<file path="src/rtl/jt12_pcm_pkg.sv">
// Shared definitions for the PCM sample feeder.
//   state_t    : feeder sequencing states (IDLE, PRIME, RUN)
//   PCM_MID    : DAC midscale word
//   u8_to_pcm  : unsigned 8-bit host sample -> signed 9-bit DAC word
package jt12_pcm_pkg;

    typedef enum logic [1:0] {
        ST_IDLE  = 2'd0,
        ST_PRIME = 2'd1,
        ST_RUN   = 2'd2
    } state_t;

    localparam logic signed [8:0] PCM_MID = 9'sd0;

    // Flipping the MSB turns offset-binary into two's complement; the
    // extra LSB scales the 8-bit sample to the 9-bit DAC range.
    function automatic logic signed [8:0] u8_to_pcm(input logic [7:0] d);
        return {~d[7], d[6:0], 1'b0};
    endfunction

endpackage

</file>
<file path="src/rtl/jt12_pcm_fifo.sv">
// Synchronous sample FIFO with first-word-fall-through output.
// Ports:
//   clk, rst      : clock, synchronous active-high reset
//   flush         : empties the FIFO (priority over push/pop)
//   push, din     : write strobe and data (ignored when full)
//   pop           : advance the read pointer (ignored when empty)
//   dout          : word at the head of the FIFO, valid when !empty
//   level         : occupancy, 0..DEPTH
//   full, empty   : decoded from the registered level
module jt12_pcm_fifo #(
    parameter int DEPTH = 16
) (
    input  logic                       clk,
    input  logic                       rst,
    input  logic                       flush,
    input  logic                       push,
    input  logic [7:0]                 din,
    input  logic                       pop,
    output logic [7:0]                 dout,
    output logic [$clog2(DEPTH):0]     level,
    output logic                       full,
    output logic                       empty
);
    localparam int AW = $clog2(DEPTH);
    localparam int LW = AW + 1;

    logic [7:0]    mem [DEPTH];
    logic [AW-1:0] wr_ptr_reg;
    logic [AW-1:0] rd_ptr_reg;
    logic [LW-1:0] level_reg;

    logic do_push;
    logic do_pop;

    assign full    = (level_reg == LW'(DEPTH));
    assign empty   = (level_reg == '0);
    assign do_push = push && !full && !flush;
    assign do_pop  = pop && !empty && !flush;
    assign level   = level_reg;

    // Head word is read straight from the array so a sample written in
    // one cycle is visible at the output in the next.
    assign dout = mem[rd_ptr_reg];

    always_ff @(posedge clk) begin
        if (do_push) begin
            mem[wr_ptr_reg] <= din;
        end
    end

    always_ff @(posedge clk) begin
        if (rst || flush) begin
            wr_ptr_reg <= '0;
            rd_ptr_reg <= '0;
            level_reg  <= '0;
        end else begin
            if (do_push) begin
                wr_ptr_reg <= wr_ptr_reg + 1'b1;
            end
            if (do_pop) begin
                rd_ptr_reg <= rd_ptr_reg + 1'b1;
            end
            case ({do_push, do_pop})
                2'b10:   level_reg <= level_reg + 1'b1;
                2'b01:   level_reg <= level_reg - 1'b1;
                default: level_reg <= level_reg;
            endcase
        end
    end

endmodule

</file>
<file path="src/rtl/jt12_pcm_feeder.sv">
// PCM sample feeder: buffers host samples and writes them to the DAC port
// once every rate_div+1 rising edges of the FM sampler's zero strobe.
// Ports:
//   clk, rst       : clock, synchronous active-high reset
//   clk_en         : clock enable for all state
//   enable         : stream enable; low flushes and returns to IDLE
//   zero           : output-sample strobe level
//   rate_div       : write every rate_div+1 zero edges
//   din, din_valid : host sample and its valid
//   din_ready      : FIFO can accept a sample
//   underrun_clr   : clears the sticky underrun flag
//   pcm, pcm_wr    : DAC word and one-clk_en-period write strobe
//   underrun       : sticky, set when a write tick finds the FIFO empty
//   level          : FIFO occupancy
// Build option: JT12_PCM_FEEDER_HOLD_EN - when defined an underrun tick
// issues no write (DAC holds); otherwise midscale is written.
module jt12_pcm_feeder
    import jt12_pcm_pkg::*;
#(
    parameter int DEPTH = 16,
    parameter int PRIME = 4
) (
    input  logic                       clk,
    input  logic                       rst,
    input  logic                       clk_en,
    input  logic                       enable,
    input  logic                       zero,
    input  logic [3:0]                 rate_div,
    input  logic [7:0]                 din,
    input  logic                       din_valid,
    output logic                       din_ready,
    input  logic                       underrun_clr,
    output logic signed [8:0]          pcm,
    output logic                       pcm_wr,
    output logic                       underrun,
    output logic [$clog2(DEPTH):0]     level
);
    localparam int LW = $clog2(DEPTH) + 1;

    state_t state_reg;
    state_t state_next;

    logic                last_zero_reg;
    logic [3:0]          div_cnt_reg;
    logic signed [8:0]   pcm_reg;
    logic                pcm_wr_reg;
    logic                underrun_reg;

    logic          zero_edge;
    logic          tick;
    logic          run_tick;
    logic          underrun_set;
    logic          fifo_push;
    logic          fifo_pop;
    logic          fifo_flush;
    logic [7:0]    fifo_dout;
    logic [LW-1:0] fifo_level;
    logic          fifo_full;
    logic          fifo_empty;

    assign zero_edge    = zero && !last_zero_reg;
    // Equality compare: if rate_div drops below the running count, the
    // counter runs on to 15, wraps, and then matches normally.
    assign tick         = zero_edge && (div_cnt_reg == rate_div);
    assign run_tick     = enable && (state_reg == ST_RUN) && tick;
    assign underrun_set = run_tick && fifo_empty;

    assign din_ready  = enable && !fifo_full;
    assign fifo_push  = clk_en && din_valid && din_ready;
    // An empty-FIFO tick is an underrun even if a push lands in the same
    // cycle; that sample is stored and served by a later tick.
    assign fifo_pop   = clk_en && run_tick && !fifo_empty;
    assign fifo_flush = clk_en && !enable;

    jt12_pcm_fifo #(
        .DEPTH (DEPTH)
    ) u_fifo (
        .clk   (clk),
        .rst   (rst),
        .flush (fifo_flush),
        .push  (fifo_push),
        .din   (din),
        .pop   (fifo_pop),
        .dout  (fifo_dout),
        .level (fifo_level),
        .full  (fifo_full),
        .empty (fifo_empty)
    );

    always_ff @(posedge clk) begin
        if (rst) begin
            state_reg <= ST_IDLE;
        end else if (clk_en) begin
            state_reg <= state_next;
        end
    end

    always_comb begin
        state_next = state_reg;
        if (!enable) begin
            state_next = ST_IDLE;
        end else begin
            case (state_reg)
                ST_IDLE:  state_next = ST_PRIME;
                ST_PRIME: if (fifo_level >= LW'(PRIME)) state_next = ST_RUN;
                ST_RUN:   state_next = ST_RUN;
                default:  state_next = ST_IDLE;
            endcase
        end
    end

    always_ff @(posedge clk) begin
        if (rst) begin
            last_zero_reg <= 1'b0;
            div_cnt_reg   <= 4'd0;
            pcm_reg       <= PCM_MID;
            pcm_wr_reg    <= 1'b0;
            underrun_reg  <= 1'b0;
        end else if (clk_en) begin
            last_zero_reg <= zero;
            pcm_wr_reg    <= 1'b0;

            if (!enable || state_reg == ST_IDLE) begin
                div_cnt_reg <= 4'd0;
            end else if (zero_edge) begin
                div_cnt_reg <= tick ? 4'd0 : div_cnt_reg + 4'd1;
            end

            if (run_tick) begin
                if (!fifo_empty) begin
                    pcm_reg    <= u8_to_pcm(fifo_dout);
                    pcm_wr_reg <= 1'b1;
                end else begin
`ifdef JT12_PCM_FEEDER_HOLD_EN
                    pcm_reg    <= pcm_reg;
`else
                    pcm_reg    <= PCM_MID;
                    pcm_wr_reg <= 1'b1;
`endif
                end
            end

            if (underrun_set) begin
                underrun_reg <= 1'b1;
            end else if (underrun_clr) begin
                underrun_reg <= 1'b0;
            end
        end
    end

    assign pcm      = pcm_reg;
    assign pcm_wr   = pcm_wr_reg;
    assign underrun = underrun_reg;
    assign level    = fifo_level;

endmodule
</file>
<file path="config.mk">
export PLATFORM = sky130hd
export DESIGN_NAME = jt12_pcm_feeder
export DESIGN_NICKNAME = d
export VERILOG_FILES = /design/src/rtl/jt12_pcm_pkg.sv /design/src/rtl/jt12_pcm_fifo.sv /design/src/rtl/jt12_pcm_feeder.sv
export SDC_FILE = /design/constraint.sdc
export NUM_CORES = 1
export LEC_CHECK = 0
export CORE_ASPECT_RATIO = 0.7
export CORE_UTILIZATION = 50
export DETAILED_ROUTE_END_ITERATION = 8
export HOLD_SLACK_MARGIN = 0.05
export PLACE_DENSITY = 0.66
export SLEW_MARGIN = 15
export SYNTH_ARGS = -nofsm -noshare
export SYNTH_HDL_FRONTEND = slang
export SYNTH_SLANG_ARGS = --single-unit
</file>
<file path="constraint.sdc">
create_clock -name clk -period 3.5 [get_ports clk]
set_input_delay 0.525 -clock clk [delete_from_list [all_inputs] [get_ports clk]]
set_output_delay 0.525 -clock clk [all_outputs]
set_load 0.01 [all_outputs]
</file>
======== After elaboration in Yosys (flattened, before gate mapping) ========
Memory sizes are Yosys's and may differ from the RTL's. A register that Yosys moved wholly into a read port is not among the register bits.
Index checks and enable logic that the tools add are counted.
W data, S select, Z words.
word-level totals
  register bits after elaboration ......... 31
  memories kept ........................... 1
  bits in writable memories ............... 128
  bits of input ports ..................... 19
  word-level logic and storage cells ...... 70
operators by class
  $add $sub $neg .......................... 5
  bitwise logic cells ..................... 1
  reduce and logical (&&, ||, !) cells .... 31
  magnitude comparators ................... 1
  equality and inequality tests ........... 7
  multiplexer cells ....................... 15
memory list
  memory      words  width  read ports  clocked after Yosys merged registers in  write ports  line                 text
  u_fifo.mem  16     8      1           1                                        1            jt12_pcm_fifo.sv:27  logic [7:0] mem [DEPTH];
operators by type and width
  kind                   number
  $mux W4                5
  $logic_and A1 B1 Y1    15
  $add A4 B1 Y4 const B  3
  $pmux W5 S2            1
  $mux W9                1
  $reduce_and A2 Y1      4
  $pmux W2 S3            1
  $reduce_bool A2 Y1     3
  $add A5 B1 Y5 const B  1
  $eq A5 B5 Y1 const B   1
  $ge A5 B3 Y1 const B   1
  $logic_not A1 Y1       5
  $logic_not A5 Y1       1
  $mux W1                5
  $sub A5 B1 Y5 const B  1
  $eq A2 B1 Y1 const B   2
  $eq A2 B2 Y1 const B   2
  $eq A4 B4 Y1           1
  $mux W2                2
  $ne A3 B3 Y1 const B   1
  $logic_not A2 Y1       1
  $logic_or A1 B1 Y1     2
  $not A1 Y1             1

======== Longest topological paths before layout ========
Gate-level depths: netlist (run 1).
  word-level depth ........................ 10
  mapped depth ............................ 12

======== Cells and area by module ========
A second synthesis (run 1) with hierarchy kept.
unflattened totals
  cell total of the unflattened synthesis .. 427
  area, all modules ....................... 6969.2 um^2
by module, submodules not included
  module           area an instance (um^2)  sequential area each (um^2)  instances  cells each
  jt12_pcm_fifo    5998.3                   4184.0                       1          313
  jt12_pcm_feeder  970.9                    340.3                        1          114

======== Worst setup path after synthesis (run 1) ========
Ideal clock, no wire load.
  path kind ............................... input to register
  start ................................... input port clk_en
  end ..................................... register u_fifo.level_reg[4] (netlist: u_fifo.level[4])
  path buffers ............................ 1
  cell stages on the path ................. 12
  data arrival time ....................... 2.744 ns
  slack ................................... 0.687 ns
  cell sequence ........................... buf_2 > nand2_1 > a211oi_4 > inv_2 > ha_1 > xor2_1 > ha_1 > a211o_1 > a21oi_1 > a221oi_1 > or3_1 > a21oi_1
on the way
  cells in the longest elaborated chain, start to end .. 6
  elaborated cells between the ends (all ways) .. 15
ends and longest elaborated chain
  item                                                         line                                          text
  start, declared                                              jt12_pcm_feeder.sv:25                         input logic clk_en,
  $logic_and A1 B1 Y1, on equally long branches (2 in series)  jt12_pcm_feeder.sv:72, jt12_pcm_feeder.sv:69
  $logic_and A1 B1 Y1, on equally long branches (2 in series)  jt12_pcm_fifo.sv:38, jt12_pcm_fifo.sv:37
  $eq A2 B1 Y1 or $eq A2 B2 Y1 (tied branches)                 jt12_pcm_fifo.sv:63                           case ({do_push, do_pop})
  $pmux W5 S2 or $reduce_bool A2 Y1 (tied branches)            --
  end signal, assigned                                         jt12_pcm_fifo.sv:64                           2'b10: level_reg <= level_reg + 1'b1;
  end signal, assigned                                         jt12_pcm_fifo.sv:65                           2'b01: level_reg <= level_reg - 1'b1;
  end signal, assigned                                         jt12_pcm_fifo.sv:66                           default: level_reg <= level_reg;
  end, declared                                                jt12_pcm_fifo.sv:30                           logic [LW-1:0] level_reg;
Several ways; a longest one is shown, not always the timed one.
A chain may end at the register's enable or synchronous reset.

======== Final worst setup path (run 1) ========
  start ................................... input port rate_div[0]
  end ..................................... register u_fifo.level_reg[4] (netlist: u_fifo.level[4])
on the way
  cells in the longest elaborated chain, start to end .. 9
  elaborated cells between the ends (all ways) .. 11
ends and longest elaborated chain
  item                                               line                   text
  start, declared                                    jt12_pcm_feeder.sv:28  input logic [3:0] rate_div,
  $eq A4 B4 Y1 *                                     jt12_pcm_feeder.sv:64  assign tick = zero_edge && (div_cnt_reg == rate_div);
  $logic_and A1 B1 Y1 *                              jt12_pcm_feeder.sv:64
  $logic_and A1 B1 Y1 *                              jt12_pcm_feeder.sv:65  assign run_tick = enable && (state_reg == ST_RUN) && tick;
  $logic_and A1 B1 Y1 * (2 in series)                jt12_pcm_feeder.sv:72  assign fifo_pop = clk_en && run_tick && !fifo_empty;
  $logic_and A1 B1 Y1 * (2 in series)                jt12_pcm_fifo.sv:38    assign do_pop = pop && !empty && !flush;
  $eq A2 B1 Y1 or $eq A2 B2 Y1 (tied branches)       jt12_pcm_fifo.sv:63
  $pmux W5 S2 or $reduce_bool A2 Y1 (tied branches)  --
Mark *: on every way between the ends. The rest lies on a longest branch, timed or not.

==> qor.yml, run 1 <==
status: "finished, final reports clean"
cp_cell_sequence: "clkdlybuf4s50_1 -> xnor2_1 -> nand4_2 -> nor4_4 -> ha_1 -> buf_4 -> ha_1 -> inv_1 -> o32ai_1 -> a221oi_1 -> or3_1 -> a21oi_1"
grt_pass1_vias: 3700
wire_per_inst_um: 21.63
hold_buffers: 0
cp_slowest_cell: "clkdlybuf4s50_1"
n_antenna_cell: 0
total_power_w: 0.004187
ir_worst_vdd_uv: 330.4
post-synth-top-count-cell: "edfxtp_1"
finalSetupViolCount: 0
synth_largest_area_cell: "edfxtp_1"
fp.coreArea_um2: 12720
place_hpwl_um: 8850
synth_cell_type_count: 51
syn-instance-count: 410
crit_path_max_fanout: 7
power.density_nw_per_um2: 533.0
drt_iter0_markers: 310
yosys_warnings: 0
arrival_ns: 3.21
gp_congestion: 0.7759
fin_crit_sh: 0.8183
synth_top_area_share: 0.5752
maxCapViolations: 0
ys.flop_type: "edfxtp_1"
tns_ns: 0
dr.pass1.iters: 5
htree_levels: 4
port-buffer-count: 34
drive_gt1_frac: 0.1830
cts_buffers: 17
period_minus_slack_ns: 2.864
insertion_delay_ns: 0.42
cts_tree: "built"
synth_edf_count: 128
grt_max_degree: 33
synth_commonest_cells: "edfxtp_1, dfxtp_1, mux4_2, nor2_1, nand2_1"
worst_path_most_repeated_cell: "ha_1"
cp_top_family: "simple AND/OR/NAND/NOR gates"
overflow: 0
clkTransAtPathRegs_ns: 0.06
leakagePower_nw: 2.623
required_ns: 3.85
max_stage_delay_ns: 0.41
avgViaCountPerCell: 5.915
worst_slew_pin_slew_ns: 0.8086
netlist_area_um2: 6683
critPathCaptureType: "flop"
post_cts_buffers: 0
maxSlewViolCount: 0
timing.fmax_ghz: 0.3491
grt_use_total: 0.2172
synth_area_leaders: "edfxtp_1, mux4_2, dfxtp_1"
fp.dieW_um: 140.2
fin_nets: 490
wirelength_um: 13670
r2r_slack_ns: 0.66
drc: 0
cts_sinks: 162
synthesis.nets: 443
cp.depth: 12
start_kind: "primary input"
grt_pass1_wl_um: 21550
ant_nets: 0
min_path_type: "reg2reg"
grt_antenna_before_repair: 0
io_pins: 36
rows: 34
path_buf_inv: 3
ys_ff_latch: 162
vias: 3738
min_path_cells: 1
multi_input_area_um2: 1993
crit_type: "in2reg"
fill_cells: 917
skew_ns: 0.01087
die_h_um: 98.73
r2r_cells: 11
start_util: 0.5254
syn_avg_cell_area_um2: 16.30
cts_resized: 0
fp.dieArea_um2: 13840
root_buffer: "clkbuf_16"
synth.yosys.seq_area_share: 0.6770
area_growth_pct: 17.56
hold_violations: 0
rsz0062_at_grt: "false"
relSlewSlack: 0.4598
async_reset_ff_frac: 0
clk_path_buf_depth: 2
largest_reg_flops: 128
final-seq-area_um2: 4526
==> through the flow <==
step,util,area (um^2),std cells,setup slack [ns],hold WS (ns)
5_1_grt,0.6176,7856,632,0.4628,0.4889
3_3_place_gp,0.5673,7216,600,0.3371,0.4608
2_1_floorplan,-,6683,410,0.6866,0.4733
4_1_cts,0.6176,7856,632,0.6811,0.4835
6_report,0.6176,7856,632,0.6359,0.4779
3_5_place_dp,0.5673,7216,600,0.2596,0.4690
==> cells by family after synthesis <==
kind of cell / count (synthesis) / share of synthesized area
adder cells (fa/ha/maj): 14 / 0.02621
buffers and inverters: 33 / 0.02471
multiplexers: 34 / 0.1108
AO/OA/AOI/OAI: 57 / 0.06291
flip-flops: 162 / 0.6770
AND/OR/NAND/NOR: 95 / 0.07826
other: 1 / 0.0005612
XOR/XNOR: 14 / 0.01947
==> per-layer routing <==
| layer | vias to the layer above | GRT usage | share of wire |
|---|---|---|---|
| met1 | 1936 | 0.3177 | 0.47 |
| li1 | 1679 | - | - |
| met2 | 112 | 0.3277 | 0.47 |
| met5 | - | 0 | 0 |
| met4 | 0 | 0.05156 | 0.0071 |
| met3 | 11 | 0.05734 | 0.057 |
==> worst register-to-register path, stage by stage (launching register included) <==
cell      delay [ns]
dfxtp_1         0.41
or3_4           0.47
nor3_4          0.18
nor4_4          0.09
ha_1            0.21
buf_4           0.17
ha_1            0.33
inv_1           0.05
o32ai_1         0.27
a221oi_1        0.13
or3_1           0.33
a21oi_1         0.14
==> path summary, 6_finish.rpt <==
check / start / end
setup reg to reg: u_fifo.level[2] / u_fifo.level[4]
hold / removal: pcm[2] / pcm[2]
setup / recovery: rate_div[0] / u_fifo.level[4]
hold reg to reg: pcm[2] / pcm[2]
==> power breakdown <==
group	switching, W	internal [W]	total [W]
logic	0.0000663	0.0000409	0.000107
clock network	0.000730	0.00127	0.00200
registers	0.00000390	0.00208	0.00208
total	0.000800	0.00339	0.00419
==> area by class of cell <==
class                      instances  area share
clock buffer                      19     0.05510
clock inverter                    13     0.02644
inverter                          13    0.006211
multi-input combinational        215      0.2537
sequential                       162      0.5760
tap                              162     0.02580
timing repair buffer              48     0.05670
==> placed cells by master, fill, tap and decap left out, types with 5 or more instances in the layout <==
master           Yosys  final
ha_1                14     14
a21oi_1             13     13
dfxtp_1             34     33
and2_1              11     11
bufinv_16            0      5
nand2b_1             5      5
inv_1               12     12
xnor2_1              9      9
a22o_1              10     10
a22oi_1             16     16
mux4_2              32     32
edfxtp_1           128    128
clkbuf_16            0     17
nand2_1             22     22
clkdlybuf4s50_1      0     34
buf_4                2     14
nor2_1              25     25
Power figures use the tool's default switching activity.
==> inputs of run 2 (changes only) <==
==> constraint.sdc (replaced) <==
create_clock -name clk -period 2.95 [get_ports clk]
set_input_delay 0.4425 -clock clk [delete_from_list [all_inputs] [get_ports clk]]
set_output_delay 0.4425 -clock clk [all_outputs]
set_load 0.01 [all_outputs]
==> qor.yml, run 2 (synthesis gave the netlist of run 1 again) <==
status: "finished, final reports clean"  # unchanged
rows: 34  # unchanged
arrival_ns: 3.07  # was 3.21 ns
hold_violations: 0  # unchanged
drc: 0  # unchanged
vias: 3676  # was 3738
stdcell_count: 641  # was 632
place_area_um2: 7283  # was 7216 um^2
crit_path_max_fanout: 7  # unchanged
root_buffer: "clkbuf_16"  # unchanged
maxSlewViolCount: 0  # unchanged
grt_max_degree: 33  # unchanged
htree_levels: 4  # unchanged
grt_pass1_wl_um: 20860  # was 21550 um
grt_antenna_before_repair: 0  # unchanged
cts_buffers: 17  # unchanged
start_kind: "flop"  # was primary input
drive_gt1_frac: 0.2046  # was 0.1830
clkTransAtPathRegs_ns: 0.06  # about the same
cts_tree: "built"  # unchanged
gp_congestion: 0.7786  # was 0.7759
ant_nets: 0  # unchanged
min_path_type: "reg2reg"  # unchanged
area_growth_pct: 18.11  # was 17.56%
maxCapViolations: 0  # unchanged
overflow: 0  # unchanged
grt_use_total: 0.2118  # was 0.2172
hold_buffers: 0  # unchanged
timing.fmax_ghz: 0.3662
leakagePower_nw: 2.648  # was 2.623 nW
required_ns: 3.29  # was 3.85 ns
ir_worst_vdd_uv: 470.7  # was 330.4 uV
rsz0062_at_grt: "false"  # unchanged
relSlewSlack: 0.4812  # was 0.4598
finalInstanceArea_um2: 7893  # was 7856 um^2
insertion_delay_ns: 0.42  # about the same
port-buffer-count: 34  # unchanged
fin_crit_sh: 0.9256
fp.dieArea_um2: 13840  # unchanged
io_pins: 36  # unchanged
start_util: 0.5254  # unchanged
wirelength_um: 13380  # was 13670 um
clk_path_buf_depth: 2  # unchanged
fp.coreArea_um2: 12720  # unchanged
power.density_nw_per_um2: 614.5  # was 533.0 nW/um^2
layout_commonest_cell: "edfxtp_1"  # unchanged
finalSetupViolCount: 0  # unchanged
place_hpwl_um: 8859  # was 8850 um
worst_slew_pin_slew_ns: 0.7766  # was 0.8086 ns
critPathCaptureType: "flop"  # unchanged
grt_pass1_vias: 3678  # was 3700
die_h_um: 98.73  # unchanged
n_antenna_cell: 0  # unchanged
largest_reg_flops: 128  # unchanged
post_cts_buffers: 0  # unchanged
total_power_w: 0.004850  # was 0.004187 W
fp.dieW_um: 140.2  # unchanged
cts_sinks: 162  # unchanged
crit_type: "reg2reg"  # was in2reg
wire_per_inst_um: 20.88  # was 21.63 um
fill_cells: 930  # was 917
period_minus_slack_ns: 2.731
skew_ns: 0.006587  # was 0.01087 ns
avgViaCountPerCell: 5.735  # was 5.915
dp_cells: 609  # was 600
fin_nets: 499  # was 490
final_cell_mix: "edfxtp_1, clkdlybuf4s50_1, dfxtp_1, mux4_2, nor2_1"  # unchanged
drt_iter0_markers: 389  # was 310
dr.pass1.iters: 5  # unchanged
[run 2: cell count changes in the layout (fill, tap and decap cells not counted)]
cell        previous run  this run
buf_4                 14        23
bufinv_16              5         3
clkbuf_1               2         0
clkinvlp_4             3         4
ha_1                  14        13
ha_2                   0         1
inv_6                  1         4
[run 2: cell type report]
type | instances | area (um^2) | area share
multi-input cells | 215 | 1996 | 0.2529
clock buffers | 17 | 425.4 | 0.05390
repair buffers | 57 | 513.0 | 0.06500
well taps | 162 | 202.7 | 0.02568
inverters | 13 | 48.80 | 0.006183
flip-flops and latches | 162 | 4526 | 0.5734
clock inverters | 15 | 181.4 | 0.02299
[run 2: path summary, 6_finish.rpt]
| check | start | endpoint | slack, ns | cells after the start |
|---|---|---|---|---|
| min | pcm[4] | pcm[4] | 0.48 | 1 |
| max | u_fifo.level[0] | u_fifo.level[4] | 0.22 | 11 |
| min reg2reg | pcm[4] | pcm[4] | 0.48 | 1 |
| max reg2reg | u_fifo.level[0] | u_fifo.level[4] | 0.22 | 11 |
[run 2: critical path, cell delays in order (launching register included)]
cell and delay, ns:
dfxtp_1 0.56, nor4_2 0.14, a211oi_4 0.29, inv_2 0.07, ha_2 0.19, buf_4 0.16, ha_1 0.32, inv_1 0.06
o32ai_1 0.27, a221oi_1 0.13, or3_1 0.32, a21oi_1 0.14
[run 2: timing repair]
action	CTS	global route
resized for setup	0	1
hold endpoints to repair	0	0
endpoints found under the setup margin	0	1
[run 2: power breakdown]
part	total [W]	switching (W)	internal, W
combinational	0.000130	0.0000762	0.0000534
sequential	0.00247	0.00000600	0.00247
clock	0.00225	0.000907	0.00134
[run 2: per-stage QoR]
| step | TNS [ns] | util | worst slack, ns | hold WS (ns) |
|---|---|---|---|---|
| 3_5_place_dp | -0.2073 | 0.5726 | -0.2073 | 0.4707 |
| 2_1_floorplan | 0 | - | 0.1882 | 0.4733 |
| 6_report | 0 | 0.6205 | 0.2194 | 0.4847 |
| 4_1_cts | 0 | 0.6203 | 0.1622 | 0.4853 |
| 5_1_grt | 0 | 0.6205 | 0.004720 | 0.5038 |
| 3_3_place_gp | -0.1058 | 0.5726 | -0.1058 | 0.4622 |
[run 2: per-layer routing]
metal  track usage  wire length, um  vias up
met3       0.03936              531       11
met5             0                0        -
met4       0.07608              102        0
met2        0.3142             6175      103
li1              -                -     1700
met1        0.3156             6573     1862
==> inputs of run 3 (changes only) <==
--- a/config.mk
+++ b/config.mk
@@ -5,11 +5,13 @@
 export SDC_FILE = /design/constraint.sdc
 export NUM_CORES = 1
 export LEC_CHECK = 0
+export ABC_AREA = 1
 export CORE_ASPECT_RATIO = 0.7
 export CORE_UTILIZATION = 50
 export DETAILED_ROUTE_END_ITERATION = 8
 export HOLD_SLACK_MARGIN = 0.05
 export PLACE_DENSITY = 0.66
+export RECOVER_POWER = 25
 export SLEW_MARGIN = 15
 export SYNTH_ARGS = -nofsm -noshare
 export SYNTH_HDL_FRONTEND = slang
==> constraint.sdc (replaced) <==
create_clock -name clk -period 3.2 [get_ports clk]
set_input_delay 0.48 -clock clk [delete_from_list [all_inputs] [get_ports clk]]
set_output_delay 0.48 -clock clk [all_outputs]
set_load 0.01 [all_outputs]
==> qor.yml, run 3 <==
required_ns: 3.55  # was 3.29 ns
fill_cells: 1154  # was 930
synth_edf_count: 128  # unchanged
ir_worst_vdd_uv: 346.7  # was 470.7 uV
largest_reg_flops: 128  # unchanged
area_growth_pct: 16.53  # was 18.11%
grt_antenna_before_repair: 0  # unchanged
yosys_warnings: 0  # unchanged
p_int_w: 0.003490  # was 0.003860 W
htree_levels: 4  # unchanged
die_h_um: 102.0  # was 98.73 um
combPwrFrac: 0.030  # was 0.027
status: "finished, final reports clean"  # unchanged
wire_per_inst_um: 16.26  # was 20.88 um
cts_buffers: 17  # unchanged
critPathCaptureType: "flop"  # unchanged
crit_path_max_fanout: 10  # was 7
vias: 5096  # was 3676
synth_cell_type_count: 31  # was 51
cp_slowest_cell: "clkdlybuf4s50_1"  # was dfxtp_1
skew_ns: 0.01002  # was 0.006587 ns
synth_area_leaders: "edfxtp_1, nand2_1, dfxtp_1"  # was edfxtp_1, mux4_2, dfxtp_1
min_path_type: "reg2reg"  # unchanged
synthesis.nets: 775  # was 443
fp.coreArea_um2: 13920  # was 12720 um^2
gp_congestion: 0.8741  # was 0.7786
maxSlewViolCount: 0  # unchanged
insertion_delay_ns: 0.42  # about the same
async_reset_ff_frac: 0  # unchanged
path_buf_inv: 1  # was 3
syn_avg_cell_area_um2: 9.618  # was 16.30 um^2
period_minus_slack_ns: 2.560
fin_nets: 821  # was 499
drive_gt1_frac: 0.08489  # was 0.2046
drc: 0  # unchanged
rsz0062_at_grt: "false"  # unchanged
cts_resized: 0  # unchanged
fin_crit_sh: 0.8001
root_buffer: "clkbuf_16"  # unchanged
pwr-share-clk: 0.449  # was 0.463
p_sw_frac: 0.2024  # was 0.2040
cts_sinks: 162  # unchanged
grt_pass1_wl_um: 25070  # was 20860 um
p_switching_w: 0.0008855  # was 0.0009893 W
finalSetupViolCount: 0  # unchanged
clkTransAtPathRegs_ns: 0.07  # was 0.06 ns
arrival_ns: 2.91  # was 3.07 ns
dr.pass1.iters: 5  # unchanged
fp.dieArea_um2: 14760  # was 13840 um^2
power.density_nw_per_um2: 526.2  # was 614.5 nW/um^2
synth_largest_area_cell: "edfxtp_1"  # unchanged
relSlewSlack: 0.2653  # was 0.4812
crit_type: "in2reg"  # was reg2reg
timing.fmax_ghz: 0.3906
post_cts_buffers: 0  # unchanged
post-synth-top-count-cell: "nand2_1"  # was edfxtp_1
netlist_area_um2: 7137  # was 6683 um^2
final_cell_mix: "nand2_1, edfxtp_1, nand3_1, inv_1, nor2_1"  # was edfxtp_1, clkdlybuf4s50_1, dfxtp_1, mux4_2, nor2_1
grt_max_degree: 69  # was 33
tns_ns: 0  # unchanged
cts_tree: "built"  # unchanged
worst_slew_pin_slew_ns: 1.102  # was 0.7766 ns
hold_buffers: 0  # unchanged
place_area_um2: 7740  # was 7283 um^2
max_stage_delay_ns: 0.59  # was 0.56 ns
start_util: 0.5128  # was 0.5254
maxCapViolations: 0  # unchanged
clk_path_buf_depth: 2  # unchanged
io_pins: 36  # unchanged
ys_ff_latch: 162  # unchanged
grt_use_total: 0.2355  # was 0.2118
port-buffer-count: 34  # unchanged
avgViaCountPerCell: 5.142  # was 5.735
cp_cell_sequence: "clkdlybuf4s50_1 -> nand2_1 -> nor2_4 -> nand3_4 -> nor2_8 -> ha_1 -> xor2_1 -> ha_1 -> a21o_1 -> nand3_1 -> nand2_1 -> nand2_1 -> nand2_1 -> nand2_1 -> a21oi_1"  # was nor4_2 -> a211oi_4 -> inv_2 -> ha_2 -> buf_4 -> ha_1 -> inv_1 -> o32ai_1 -> a221oi_1 -> or3_1 -> a21oi_1
hold_violations: 0  # unchanged
finalInstanceArea_um2: 8317  # was 7893 um^2
drt_iter0_markers: 479  # was 389
start_kind: "primary input"  # was flop
utilization: 0.5975  # was 0.6205
seqPwrFrac: 0.522  # was 0.510
n_antenna_cell: 0  # unchanged
rows: 36  # was 34
synth_commonest_cells: "nand2_1, edfxtp_1, nand3_1, inv_1, nor2_1"  # was edfxtp_1, dfxtp_1, mux4_2, nor2_1, nand2_1
grt_pass1_vias: 4628  # was 3678
worst_path_most_repeated_cell: "nand2_1"
overflow: 0  # unchanged
cp_top_family: "simple AND/OR/NAND/NOR gates"  # was compound AO/OA/AOI/OAI gates
leakagePower_nw: 3.337  # was 2.648 nW
ys.flop_type: "edfxtp_1"  # unchanged
syn-instance-count: 742  # was 410
wirelength_um: 16110  # was 13380 um
ant_nets: 0  # unchanged
layout_commonest_cell: "nand2_1"  # was edfxtp_1
fp.dieW_um: 144.8  # was 140.2 um
place_hpwl_um: 10520  # was 8859 um
synth.yosys.seq_area_share: 0.6339  # was 0.6770
synth_top_area_share: 0.5386  # was 0.5752
## run 3: power by group through the flow
stage | logic (W) | clock network [W] | registers, W
2_1_floorplan | 0.0000549 | 0 | 0.00233
3_3_place_gp | 0.000126 | 0 | 0.00233
3_5_place_dp | 0.000132 | 0 | 0.00233
4_1_cts | 0.000132 | 0.00198 | 0.00228
5_1_grt | 0.000145 | 0.00206 | 0.00228
6_report | 0.000130 | 0.00196 | 0.00228
## run 3: final timing paths
path,start,endpoint,slack (ns),cells after the start
worst min register to register,pcm[7],pcm[7],0.47,2
worst max-delay path,enable,u_fifo.level[4],0.64,15
worst max register to register,state_reg[0],u_fifo.level[4],0.73,16
worst min-delay path,pcm[7],pcm[7],0.47,2
## run 3: layout make-up
type	count	area [um^2]	share of cell area
multi-input cells	474	2186	0.2628
flip-flops and latches	162	4526	0.5442
well taps	190	237.7	0.02858
inverters	78	292.8	0.03520
clock inverters	7	41.29	0.004965
clock buffers	25	539.3	0.06484
repair buffers	55	494.2	0.05943
## run 3: cells by family after synthesis
group,count (synthesis),synth area share
buffers and inverters,106,0.05978
flip-flops,162,0.6339
AO/OA/AOI/OAI,52,0.03892
other,1,0.0005254
XOR/XNOR,5,0.006136
AND/OR/NAND/NOR,402,0.2362
adder cells (fa/ha/maj),14,0.02454
## run 3: metrics by stage
stage | power, W | std cells | hold slack (ns) | worst slack, ns
after floorplan | 0.002383 | 742 | 0.4536 | 0.8593
after global placement | 0.002453 | 959 | 0.4557 | 0.3350
after detailed placement | 0.002460 | 959 | 0.4606 | 0.2550
after CTS | 0.004396 | 991 | 0.4700 | 0.6749
after global routing | 0.004489 | 991 | 0.4893 | 0.4516
final | 0.004376 | 991 | 0.4659 | 0.6396
## run 3: tightest hold or removal path: cells and delay by family, from the launching register on
family,cells,cell delay [ns]
flops,1,0.31
simple gates,1,0.06
compound gates,1,0.05
## run 3: metal layers
layer  GRT usage  vias up  routed length [um]
met5           0        -                   0
met1      0.3597     2408                7784
li1            -     2524                   -
met3     0.03889       12                1101
met2      0.3432      152                7063
met4     0.07368        0                 160
